**src/rtl/mem_port_arbiter_pkg.sv**
```systemverilog
// Shared definitions for the memory port arbiter: FSM state encoding,
// read-owner encoding, starvation counter sizing and the owner decode helper.
package mem_port_arbiter_pkg;

   typedef enum logic {
      ST_BOOT = 1'b0,
      ST_RUN  = 1'b1
   } state_t;

   typedef enum logic [1:0] {
      OWN_NONE  = 2'd0,
      OWN_FETCH = 2'd1,
      OWN_DATA  = 2'd2
   } owner_t;

   localparam int            CNT_W   = 4;
   localparam logic [CNT_W-1:0] CNT_MAX = '1;

   // Which port, if any, expects read data back next cycle. Stores return nothing.
   function automatic owner_t read_owner(input logic fetch_grant,
                                         input logic data_grant,
                                         input logic data_wren);
      owner_t own;
      own = OWN_NONE;
      if (fetch_grant)
         own = OWN_FETCH;
      else if (data_grant && !data_wren)
         own = OWN_DATA;
      return own;
   endfunction

endpackage

```
**src/rtl/arb_starve_counter.sv**
```systemverilog
// Saturating count of consecutive cycles in which fetch was requesting but
// lost the memory port to mem_stage. at_limit tells the arbiter to let fetch win.
module arb_starve_counter
   import mem_port_arbiter_pkg::*;
#(
   parameter int LIMIT = 4
) (
   input  logic clock,
   input  logic reset,
   input  logic inc,
   input  logic clear,
   output logic at_limit
);

   localparam logic [CNT_W-1:0] LIMIT_C = CNT_W'(LIMIT);

   logic [CNT_W-1:0] cnt_q;
   logic [CNT_W-1:0] cnt_d;

   // Next count: clear wins over increment; increment stops at all-ones.
   always_comb begin
      cnt_d = cnt_q;
      if (clear)
         cnt_d = '0;
      else if (inc && (cnt_q != CNT_MAX))
         cnt_d = cnt_q + CNT_W'(1);
   end

   // Counter register.
   always_ff @(posedge clock or posedge reset) begin
      if (reset)
         cnt_q <= '0;
      else
         cnt_q <= cnt_d;
   end

   assign at_limit = (cnt_q == LIMIT_C);

endmodule

```
**src/rtl/mem_port_arbiter.sv**
```systemverilog
// Shares the single-port mem_controller between the srec loader (boot only),
// instruction fetch and mem_stage. During BOOT the loader owns the port
// outright; in RUN data accesses win unless fetch has been starved for
// STARVE_LIMIT cycles. Read data returns one cycle after the grant, steered
// to whichever port issued the read, with a one-cycle rvalid pulse.
module mem_port_arbiter
   import mem_port_arbiter_pkg::*;
#(
   parameter int ADDR_WIDTH   = 32,
   parameter int DATA_WIDTH   = 32,
   parameter int STARVE_LIMIT = 4
) (
   input  logic                  clock,
   input  logic                  reset,
   input  logic [0:ADDR_WIDTH-1] loader_address,
   input  logic                  loader_wren,
   input  logic [0:DATA_WIDTH-1] loader_data,
   input  logic                  loader_done,
   input  logic                  fetch_req,
   input  logic [0:ADDR_WIDTH-1] fetch_address,
   output logic                  fetch_stall,
   output logic [0:DATA_WIDTH-1] fetch_rdata,
   output logic                  fetch_rvalid,
   input  logic                  data_req,
   input  logic                  data_wren,
   input  logic [0:ADDR_WIDTH-1] data_address,
   input  logic [0:DATA_WIDTH-1] data_wdata,
   output logic                  data_stall,
   output logic [0:DATA_WIDTH-1] data_rdata,
   output logic                  data_rvalid,
   output logic [0:ADDR_WIDTH-1] mcu_address,
   output logic                  mcu_wren,
   output logic [0:DATA_WIDTH-1] mcu_data_in,
   input  logic [0:DATA_WIDTH-1] mcu_data_out,
   output logic                  booting
);

   state_t                state_q;
   state_t                state_d;
   owner_t                rd_owner_q;
   owner_t                rd_owner_d;
   logic [0:DATA_WIDTH-1] fetch_rdata_q;
   logic [0:DATA_WIDTH-1] fetch_rdata_d;
   logic [0:DATA_WIDTH-1] data_rdata_q;
   logic [0:DATA_WIDTH-1] data_rdata_d;

   logic fetch_grant;
   logic data_grant;
   logic starve_at_limit;
   logic starve_inc;
   logic starve_clear;

   assign booting = (state_q == ST_BOOT);

   // BOOT is left once loader_done is seen; RUN is held until reset.
   always_comb begin
      state_d = state_q;
      if ((state_q == ST_BOOT) && loader_done)
         state_d = ST_RUN;
   end

   // Grant selection, memory port mux and stall generation.
   always_comb begin
      fetch_grant = 1'b0;
      data_grant  = 1'b0;
      mcu_address = fetch_address;
      mcu_wren    = 1'b0;
      mcu_data_in = data_wdata;
      fetch_stall = 1'b1;
      data_stall  = 1'b1;

      if (state_q == ST_BOOT) begin
         mcu_address = loader_address;
         mcu_wren    = loader_wren;
         mcu_data_in = loader_data;
      end else begin
         // Data has priority except when fetch has hit its starvation limit.
         if (data_req && !(fetch_req && starve_at_limit))
            data_grant = 1'b1;
         else if (fetch_req)
            fetch_grant = 1'b1;

         if (data_grant) begin
            mcu_address = data_address;
            mcu_wren    = data_wren;
            mcu_data_in = data_wdata;
         end else if (fetch_grant) begin
            mcu_address = fetch_address;
            mcu_wren    = 1'b0;
         end

         fetch_stall = fetch_req & ~fetch_grant;
         data_stall  = data_req & ~data_grant;
      end
   end

   assign starve_inc   = fetch_req & data_grant;
   assign starve_clear = fetch_grant | ~fetch_req;

   arb_starve_counter #(
      .LIMIT (STARVE_LIMIT)
   ) u_starve (
      .clock    (clock),
      .reset    (reset),
      .inc      (starve_inc),
      .clear    (starve_clear),
      .at_limit (starve_at_limit)
   );

   // Read return: the owner registered at the grant edge claims mcu_data_out
   // in the following cycle; otherwise each port's rdata holds its last word.
   always_comb begin
      rd_owner_d    = read_owner(fetch_grant, data_grant, data_wren);
      fetch_rvalid  = (rd_owner_q == OWN_FETCH);
      data_rvalid   = (rd_owner_q == OWN_DATA);
      fetch_rdata   = fetch_rvalid ? mcu_data_out : fetch_rdata_q;
      data_rdata    = data_rvalid ? mcu_data_out : data_rdata_q;
      fetch_rdata_d = fetch_rdata;
      data_rdata_d  = data_rdata;
   end

   // State, read owner and held read data registers.
   always_ff @(posedge clock or posedge reset) begin
      if (reset) begin
         state_q       <= ST_BOOT;
         rd_owner_q    <= OWN_NONE;
         fetch_rdata_q <= '0;
         data_rdata_q  <= '0;
      end else begin
         state_q       <= state_d;
         rd_owner_q    <= rd_owner_d;
         fetch_rdata_q <= fetch_rdata_d;
         data_rdata_q  <= data_rdata_d;
      end
   end

endmodule

```
**config.mk**
```make
export PLATFORM = sky130hd
export DESIGN_NAME = mem_port_arbiter
export DESIGN_NICKNAME = d
export VERILOG_FILES = /design/src/rtl/mem_port_arbiter_pkg.sv /design/src/rtl/arb_starve_counter.sv /design/src/rtl/mem_port_arbiter.sv
export SDC_FILE = /design/constraint.sdc
export NUM_CORES = 1
export LEC_CHECK = 0
export BUFFER_PORTS_ARGS = -buffer_cell sky130_fd_sc_hd__buf_4
export CORE_AREA = 10 10 122 124
export DETAILED_ROUTE_END_ITERATION = 10
export DIE_AREA = 0 0 132 134
export HOLD_SLACK_MARGIN = 0.15
export PLACE_DENSITY_LB_ADDON = 0.3
export SLEW_MARGIN = 40
export SYNTH_ARGS = -nofsm -noshare
export SYNTH_HDL_FRONTEND = slang
export SYNTH_HIERARCHICAL = 1
export SYNTH_SLANG_ARGS = --single-unit
```
**constraint.sdc**
```tcl
create_clock -name clock -period 2.5 [get_ports clock]
set_input_delay 0.5 -clock clock [delete_from_list [all_inputs] [get_ports clock]]
set_output_delay 0.5 -clock clock [all_outputs]
set_load 0.05 [all_outputs]
```
==> results of run 1 <==
-- synthesized netlist by cell type (2+ instances only) --
cell type,instances,area [um^2]
nor3_1,2,10.0
mux2_2,159,1790
inv_1,8,30.0
buf_6,7,78.8
nand2_1,3,11.3
ha_1,2,25.0
buf_4,3,22.5
nand2b_1,4,25.0
nor2b_1,3,18.8
mux2_4,2,30.0
nor2_1,3,11.3
buf_2,9,45.0
dfrtp_1,71,1780
-- through the flow --
stage	instance area, um^2	utilization, %	instances	worst slack (ns)
finish	7550	60.5	814	-0.00433
global route	7550	60.5	814	-0.0378
CTS	7440	59.7	812	-0.0210
detailed placement	6690	53.7	784	0.206
global placement	6690	53.7	784	0.266
floorplan	3990	-	290	0.317
-- path summary, 6_finish.rpt --
path	start	endpoint	slack, ns	cells past startpoint
setup / recovery	u_starve/cnt_q[1]	mcu_address[5]	-0.004	8
hold / removal	data_wren	rd_owner_q[1]	0.35	2
setup reg to reg	u_starve/cnt_q[1]	u_starve/cnt_q[0]	0.45	8
hold reg to reg	data_rdata_q[16]	data_rdata_q[16]	0.49	1
max in group asynchronous	reset	fetch_rdata_q[16]	1.38	4
min in group asynchronous	reset	u_starve/cnt_q[2]	0.66	3
-- timing repair --
item,CTS,global route
resized for setup,86,20
pin swaps,1,2
endpoints found under the setup margin,32,33
gates cloned,3,1
hold buffers,1,0
setup buffers,8,1
hold endpoints to repair,4,0
-- where the power goes --
part / internal [uW] / switching (uW) / total [uW]
Clock: 798 / 434 / 1230
Sequential: 1340 / 46.4 / 1380
Combinational: 883 / 1390 / 2270
Total: 3020 / 1870 / 4890
-- registers in the layout, indices dropped and copies added, names as in the netlist --
name / flops
data_rdata_q: 32
fetch_rdata_q: 32
rd_owner_q: 2
state_q: 1
u_starve/cnt_q: 4
-- kinds of logic (layout without fill, tap and decap cells) --
kind of cell	Yosys count	after routing	synth area share, %
AND/OR/NAND/NOR	20	20	2.66
flip-flops	71	71	44.5
AO/OA/AOI/OAI	7	7	1.82
buffers and inverters	28	380	4.51
adder cells (fa/ha/maj)	2	2	0.627
multiplexers	162	162	45.9
-- worst max-delay path, cell delays in order (launching register included) --
cell       delay, ns
dfrtp_1         0.37
inv_2           0.06
ha_4            0.15
and2_4          0.14
a21oi_4         0.14
buf_6           0.17
clkbuf_16       0.17
mux2_4          0.32
buf_8           0.15
-- final cells by class --
cell class,instances,share of cell area [%]
clock inverter,3,0.564
multi-input combinational,191,28.8
clock buffer,13,3.32
tap,172,2.85
timing repair buffer,355,40.4
inverter,9,0.448
sequential,71,23.6
-- per-layer routing --
layer	routed length [um]	global-route usage, %	vias up
li1	-	-	1731
met3	2390	12.0	39
met2	10500	37.4	217
met4	614	9.77	2
met1	6140	18.6	1877
met5	13	0	-
==> summary.txt, run 1 <==
Final layout
  • Filler Cells Inserted: approximately 1000
  • Register Area: roughly 1800 um^2
  • Most common cell after layout, fill and taps aside: buf_4
  • Layout overhead on the synthesized area: 89.1%
  • Layout cells sized above 1: 84.3%
  • Area taken by multi-input logic gates: between 2000 and 2500 um^2
  • Final net count: 838
  • Most frequent cells in the layout: buf_4, mux2_2, dfrtp_1
  • Antenna Cells: 0

CTS
  • CTS root buf: clkbuf_16
  • Total CTS buffers: 9
  • Clock-pin slew on the worst setup and hold paths: 0.05 ns
  • CTS sink cnt: ~70
  • H-tree Lvls: 3
  • Clk buf depth: 2
  • CTS tree: yes
  • Worst-Skew Late Latency: 0.32 ns

Route
  • Drt first pass iters: 4
  • Routed Wire Length: roughly 20 mm
  • DR vias: 3866
  • Detail-routed via count per cell: 4.75
  • DRC viols: 0
  • Antenna Nets Post-Route: 0
  • Initial drt markers: 139
  • Average wire per standard cell: 24.1 um

Die
  • IO Count: 333
  • Total Die Area: 17700 um^2
  • Core ar.: between 10000 and 15000 um^2
  • Cell Rows: between 40 and 50
  • Die Ht: 134 um
  • Die width: 132 um
  • Starting Density: ~32%

Global routing
  • Initial antenna violation count: 1
  • Vias in the first global route: 4495
  • Pin count of the biggest net entering global routing: 68
  • Grt ovf: 0
  • First-pass GRT wire length: 28.2 mm
  • GRT Total Usage: 20.9%

Synth
  • Distinct cells, synth: 27
  • YS warnings: 6
  • Ys async rst share: 100%
  • Yosys reg bits: 71
  • Number of synthesized flops with an enable pin: 0
  • Register area share after synthesis: between 40% and 50%
  • Synth Flop Type: dfrtp_1
  • Syn_area_per_cell: 13.8 um^2
  • Post-Synthesis Cells: 290
  • Mapped Area: 3990 um^2
  • Synthesized net count: roughly 500

Setup path
  • Critical Path Source Type: flip-flop
  • CP required: about 2 ns
  • Classification of the worst setup path: flip-flop to output port
  • Arr. time, crit path: 2.00 ns
  • CP max FO: 4
  • Crit end category: output port

Timing
  • # setup viols final: 1
  • Final worst-path cycle share: 100%
  • Max Fclk: 399 MHz
  • Worst Skew: 0.00245 ns
  • Final min period: 2.50 ns
  • Final slew viol count: 0
  • Worst slew margin: a little under two thirds
  • Hold WS: approximately 0.35 ns
  • Fin. Hold Viols: 0
  • Setup WS post-layout: -0.00433 ns
  • Setup Total Neg Slack: -0.00433 ns
  • RSZ-0062 raised after global routing: true
  • Worst slew pin tran: 0.544 ns

Placement
  • Number of port buffers: 332
  • Routability congestion estimate: 0.910
  • Dpl hpwl: 15.9 mm

Status
  • Failing checks: negative setup slack
  • Status: finished with violations

Power
  • Worst ir drop on vdd: 0.293 mV
  • Leak pwr: around 0.0038 uW
  • Pwr dens: 647 nW/um^2
  • Total power: between 4000 and 5000 uW

Min path
  • Worst min path class: input pin to flip-flop

Job
  • Max-Cap Viols: 0
Note: power is estimated with default switching activity, not from simulation.
==> run 2: changes to the inputs <==
- CORE_AREA: 10 10 122 124 -> 10 10 121 123
- DIE_AREA: 0 0 132 134 -> 0 0 131 133
- SYNTH_HIERARCHICAL: 1 -> not set
==> run 2 against run 1 <==
  * The flow now finishes without violations
  * Synthesized cell count increased by 27%
  * Sequential power is essentially flat
  * Hold slack lost 0.13 ns
  * First-iteration DRC count rose by 50%
  * Utilization down 3.6 points
  * Synthesized area down 1.7%
==> summary.txt, run 2 <==
CTS
  • CTS tree: yes
  • Clk buf depth: 2
  • Worst-Skew Late Latency: ~0.33 ns
  • CTS root buf: clkbuf_16
  • CTS Hold Bufs: 0
  • CTS sink cnt: 71
  • Clock-pin slew on the worst setup and hold paths: roughly 0.050 ns
  • H-tree Lvls: 3
  • Total CTS buffers: 9

Synth
  • Yosys top cell by area: dfrtp_1
  • Distinct cells, synth: 30
  • Yosys reg bits: roughly 70
  • Top cells by count, synth: mux2_2, dfrtp_1, a21oi_1, o21ai_0
  • Synth top area share: 45.3%
  • Mapped Area: 3920 um^2
  • Ys async rst share: 100%
  • Post-Synthesis Cells: 368
  • Synthesized net count: 569
  • Number of synthesized flops with an enable pin: 0
  • Syn_area_per_cell: 10.7 um^2
  • Synth Flop Type: dfrtp_1
  • Count leader, synth: mux2_2
  • Synth top area cells: dfrtp_1, mux2_2, a31oi_1, a21oi_1, o21ai_0
  • Register area share after synthesis: 45.3%
  • YS warnings: 0

Placement
  • Area after DPL: 6620 um^2
  • Routability congestion estimate: 0.914
  • Dpl hpwl: 15.1 mm
  • DP Cell Count: 849
  • Number of port buffers: 332
  • Place WS: 0.347 ns

Setup path
  • CP max FO: 8
  • CP required: 2.00 ns
  • Largest delay share family, worst path: buffers and inverters
  • CP Cell Sequence: inv_2, ha_4, and4b_4, clkbuf_16, o21ai_2, a21oi_1, buf_6
  • Crit path largest cell delay: 0.42 ns
  • Reg2Reg Depth: 5
  • Arr. time, crit path: about 2 ns
  • Crit path to: mcu_address[7]
  • R2R setup slack: 0.92 ns
  • Crit end category: output port
  • Critical Path Source Type: flip-flop
  • Classification of the worst setup path: flip-flop to output port
  • Slowest library cell on the worst path: dfrtp_1
  • Worst Path Buf+Inv: 3
  • Reg2reg end: u_starve.cnt_q[0]
  • Critical Path Source: u_starve.cnt_q[0]
  • RR Startpoint: u_starve.cnt_q[0]
  • Critical path depth: 7

Power
  • Internal: 2960 uW
  • Net Switching: about 1900 uW
  • Total power: between 4000 and 5000 uW
  • Net Sw Frac: 38.5%
  • Clock power frac: 27.6%
  • Pwr dens: 684 nW/um^2
  • Leak pwr: 0.00340 uW
  • Sequential share of power: 28.7%
  • Power share of the combinational group: 43.7%
  • Worst ir drop on vdd: just under 0.3 mV

Timing
  • Worst Skew: 0.00319 ns
  • # setup viols final: 0
  • Fin. Hold Viols: 0
  • Max Fclk: approximately 400 MHz
  • Worst slew margin: 66.0%
  • Hold WS: 0.215 ns
  • RSZ-0062 raised after global routing: true
  • Worst slew pin tran: 0.509 ns
  • Final slew viol count: 0
  • Setup WS post-layout: 0.0294 ns
  • Final worst-path cycle share: 98.8%
  • Final min period: 2.47 ns

Status
  • Status: completed

Final layout
  • Area taken by multi-input logic gates: 1970 um^2
  • Layout overhead on the synthesized area: 79.4%
  • Antenna Cells: 0
  • Most common cell after layout, fill and taps aside: buf_4
  • Most frequent cells in the layout: buf_4, mux2_2, dfrtp_1
  • Final net count: 894
  • Register Area: approximately 1800 um^2
  • Top Registers: data_rdata_q x32, fetch_rdata_q x32, u_starve.cnt_q x4
  • Final Non-Filler Cells: 870
  • Filler Cells Inserted: 1104
  • Fin area: about 7000 um^2
  • Layout cells sized above 1: 67.5%

Global routing
  • Pin count of the biggest net entering global routing: 55
  • Initial antenna violation count: 0
  • GRT Total Usage: 19.8%
  • First-pass GRT wire length: 26.8 mm
  • Grt ovf: 0
  • Vias in the first global route: 4708

Min path
  • Worst min path class: input pin to async pin

Die
  • Die width: 131 um
  • IO Count: 333
  • Cell Rows: 41
  • Die Ht: 133 um
  • Total Die Area: 17400 um^2
  • Core ar.: 12400 um^2
  • Starting Density: 31.7%

Route
  • Detail-routed via count per cell: approximately 5.0
  • Antenna Nets Post-Route: 0
  • Drt first pass iters: 4
  • Initial drt markers: 209
  • DR vias: 4361
  • Routed Wire Length: 18.7 mm
  • Average wire per standard cell: approximately 22 um
  • DRC viols: 0

Job
  • Max-Cap Viols: 0
run 2: cell types whose count changed in the layout (fill, tap and decap cells not counted), moves of 3 or more:
| cell | previous run | this run |
|---|---|---|
| a21oi_1 | 1 | 34 |
| mux2_4 | 33 | 0 |
| a31oi_1 | 0 | 32 |
| mux2_2 | 128 | 96 |
| buf_8 | 31 | 0 |
| nor2_1 | 3 | 32 |
| buf_4 | 311 | 337 |
| o21ai_0 | 0 | 25 |
| o21ai_1 | 1 | 7 |
| nand2_1 | 3 | 7 |
| buf_16 | 3 | 0 |
| nand2b_1 | 4 | 1 |
| o32ai_1 | 0 | 3 |
run 2: metrics by stage:
step | setup TNS, ns | utilization (%)
after global routing | -0.182 | 56.9
after global placement | 0 | 53.5
after floorplan | 0 | -
after CTS | 0 | 56.1
after detailed placement | 0 | 53.5
final | 0 | 56.9
run 2: worst reg2reg max path: stages, from the launching register on:
cell and delay, ns:
dfrtp_1 0.42, buf_4 0.16, ha_1 0.23, and3_2 0.25, a21oi_1 0.23, o32ai_1 0.15
run 2: final cells by class:
class	instances	area share, %
timing repair buffer	348	38.9
sequential	71	25.3
tap	172	3.06
inverter	7	0.373
clock inverter	6	1.19
multi-input combinational	256	28.0
clock buffer	10	3.25
run 2: worst min-delay path by stage:
stage	start	to	slack, ns
6_report	reset	data_rdata_q[13]	0.21
5_1_grt	reset	data_rdata_q[13]	0.24
4_1_cts	reset	data_rdata_q[18]	0.22
3_5_place_dp	fetch_rdata_q[28]	fetch_rdata_q[28]	0.48
3_3_place_gp	data_rdata_q[31]	data_rdata_q[31]	0.48
2_1_floorplan	u_starve.cnt_q[0]	u_starve.cnt_q[0]	0.52
run 2: layer usage:
layer / track usage (%) / up-vias / routed length (um) / part of all wire, %
met5: 0 / - / 0 / 0
met4: 6.24 / 0 / 363 / 1.9
met3: 9.63 / 25 / 2230 / 12
met2: 34.9 / 237 / 9760 / 52
met1: 20.0 / 2111 / 6370 / 34
li1: - / 1988 / - / -
run 2: kinds of logic after synthesis:
family	count (synthesis)	synth area share, %
AOI/OAI and AO/OA	106	15.1
adders and majority gates	2	0.638
buffers and inverters	41	5.30
DFF	71	45.3
muxes	96	27.6
and+or+nand+nor	52	6.09
run 2: power groups by stage:
stage / clock network [uW] / registers, uW / logic, uW
final: 1330 / 1380 / 2100
after global routing: 1420 / 1400 / 2200
after CTS: 1370 / 1390 / 2120
after detailed placement: 0 / 1410 / 2110
after global placement: 0 / 1390 / 2080
after floorplan: 0 / 1390 / 1350
run 2: repair_timing:
item	in CTS	in global routing
cloned	0	3
pin swaps	0	8
buffers inserted	0	2
resized for setup	3	14
endpoints found under the setup margin	3	33
endpoints found under the hold margin	0	0
==> run 3: changes to the inputs <==
- CORE_AREA: 10 10 121 123 -> not set
- CORE_ASPECT_RATIO: not set -> 0.6
- CORE_MARGIN: not set -> 10
- CORE_UTILIZATION: not set -> 39
- CTS_CLUSTER_SIZE: not set -> 24
- DIE_AREA: 0 0 131 133 -> not set
==> run 3 against run 2 <==
  * Sequential share of layout area rose by 0.077 points
  * Non-clock buffer count is 1 lower
  * Clock skew rose by 0.0015 ns
  * Register-to-register slack better by 0.15 ns
  * Flip-flop and latch count unchanged
  * Critical path depth stayed put
  * Largest power group unchanged
  * Highest routed layer unchanged
==> summary.txt, run 3 (synthesis gave the netlist of run 2 again) <==
Setup path
  • CP required: 2.00 ns
  • Crit end category: output port
  • Arr. time, crit path: 1.93 ns
  • RR Startpoint: u_starve.cnt_q[0]
  • Worst Path Buf+Inv: 3
  • Crit path largest cell delay: 0.38 ns
  • R2R setup slack: 1.07 ns
  • CP Cell Sequence: inv_2, ha_4, and4b_2, buf_12, o21ai_1, a21oi_1, buf_4
  • Slowest library cell on the worst path: dfrtp_1
  • Classification of the worst setup path: flip-flop to output port
  • Reg2Reg Depth: 5
  • Reg2reg end: u_starve.cnt_q[1]
  • Critical Path Source Type: flip-flop
  • CP max FO: 14
  • Largest delay share family, worst path: buffers and inverters

Final layout
  • Layout overhead on the synthesized area: 78.9%
  • Most frequent cells in the layout: buf_4, mux2_2, dfrtp_1
  • Most common cell after layout, fill and taps aside: buf_4
  • Layout cells sized above 1: between 60% and 70%
  • Final net count: 893
  • Filler Cells Inserted: ~750
  • Final Util: 71.3%
  • Top Registers: data_rdata_q x32, fetch_rdata_q x32, u_starve.cnt_q x4
  • Register Area: 1780 um^2
  • Area taken by multi-input logic gates: 1970 um^2
  • Antenna Cells: 0

Global routing
  • Initial antenna violation count: 0
  • First-pass GRT wire length: 26.0 mm
  • Pin count of the biggest net entering global routing: 73
  • Vias in the first global route: 4445
  • Grt ovf: 0
  • GRT Total Usage: 22.4%

Power
  • Net Switching: ~1900 uW
  • Internal: approximately 3100 uW
  • Worst ir drop on vdd: 0.628 mV
  • Sequential share of power: 28.0%
  • Net Sw Frac: about 38%
  • Power share of the combinational group: 42.6%
  • Pwr dens: 704 nW/um^2
  • Total power: 4940 uW
  • Leak pwr: 0.00340 uW
  • Clock power frac: around 29%

CTS
  • CTS tree: yes
  • CTS root buf: clkbuf_16
  • Clock-pin slew on the worst setup and hold paths: about 0.05 ns
  • H-tree Lvls: 3
  • Clk buf depth: 2
  • Total CTS buffers: 9
  • CTS sink cnt: a little over 70
  • Worst-Skew Late Latency: around 0.32 ns

Placement
  • Place WS: 0.302 ns
  • Number of port buffers: 332
  • Routability congestion estimate: 0.908
  • Dpl hpwl: 14.2 mm

Die
  • Cell Rows: 28
  • IO Count: 333
  • Die width: between 100 and 150 um
  • Core ar.: 9840 um^2
  • Die Ht: 97.7 um
  • Starting Density: 39.8%
  • Total Die Area: 14600 um^2

Timing
  • Worst slew pin tran: 0.415 ns
  • Final worst-path cycle share: 97.4%
  • Final slew viol count: 0
  • RSZ-0062 raised after global routing: false
  • Setup Total Neg Slack: 0 ns
  • # setup viols final: 0
  • Worst slew margin: 72.3%
  • Hold WS: roughly 0.16 ns
  • Fin. Hold Viols: 0
  • Max Fclk: a little over 400 MHz
  • Final min period: approximately 2.4 ns
  • Worst Skew: between 0.004 and 0.005 ns
  • Setup WS post-layout: 0.0654 ns

Route
  • Detail-routed via count per cell: 5.17
  • Routed Wire Length: 17.8 mm
  • Initial drt markers: 245
  • Antenna Nets Post-Route: 0
  • DRC viols: 0
  • Average wire per standard cell: about 21 um
  • Drt first pass iters: 4
  • DR vias: 4296

Min path
  • Worst min path class: input pin to async pin

Status
  • Status: completed

Job
  • Max-Cap Viols: 0
==> run 3: cell types whose count changed in the layout (fill, tap and decap cells not counted), sizes merged <==
cell      before  now
bufinv         2    3
clkbuf        12   10
clkinv         3    1
inv            8    7
clkinvlp       0    1
buf          346  347
==> run 3: power by group through the flow <==
stage          sequential [uW]  clock (uW)  combinational (uW)
2_1_floorplan             1390           0                1350
3_3_place_gp              1390           0                2080
3_5_place_dp              1410           0                2110
4_1_cts                   1390        1490                2120
5_1_grt                   1410        1530                2200
6_report                  1390        1450                2110
==> run 3: timing repair <==
item	in CTS	in global routing
buffers inserted	2	3
resized for setup	1	9
setup endpoints to repair	4	20
pin swaps	2	3
hold buffers	0	0
cloned	1	0
hold endpoints to repair	0	0
==> run 3: final cells by class <==
type	count	share of cell area, %
Timing Repair Buffer	347	38.8
Clock inverter	5	1.52
Inverter	7	0.375
Sequential cell	71	25.3
Multi-Input combinational cell	256	28.1
Tap cell	135	2.41
Clock buffer	10	3.41
==> run 3: metal layers <==
layer  up-vias  track usage (%)  wire length (um)
met4         0             4.36               199
met1      2073             24.8              6650
li1       1988                -                 -
met2       217             41.1              9520
met3        18             6.88              1450
met5         -                0                 0
==> run 3: worst max path at each step <==
stage | end | cells past startpoint | startpoint | slack, ns
floorplan | data_stall | 4 | data_req | 0.0004
global placement | mcu_address[22] | 7 | u_starve.cnt_q[0] | 0.31
detailed placement | mcu_address[25] | 7 | u_starve.cnt_q[0] | 0.30
CTS | mcu_address[25] | 7 | u_starve.cnt_q[1] | 0.01
global route | mcu_address[26] | 8 | u_starve.cnt_q[1] | 0.001
finish | mcu_address[24] | 7 | u_starve.cnt_q[0] | 0.07
==> run 3: worst register-to-register path: cells and delay by family, from the launching register on <==
| family | cells | cell delay, ns |
|---|---|---|
| flip-flops | 1 | 0.38 |
| AND/OR/NAND/NOR | 1 | 0.24 |
| AO/OA/AOI/OAI | 2 | 0.30 |
| buffers and inverters | 1 | 0.15 |
| adder cells (fa/ha/maj) | 1 | 0.23 |
==> run 3: per-stage QoR <==
stage,cells,area [um^2]
2_1_floorplan,368,3920
3_3_place_gp,810,6570
3_5_place_dp,810,6570
4_1_cts,828,6960
5_1_grt,831,7020
6_report,831,7020
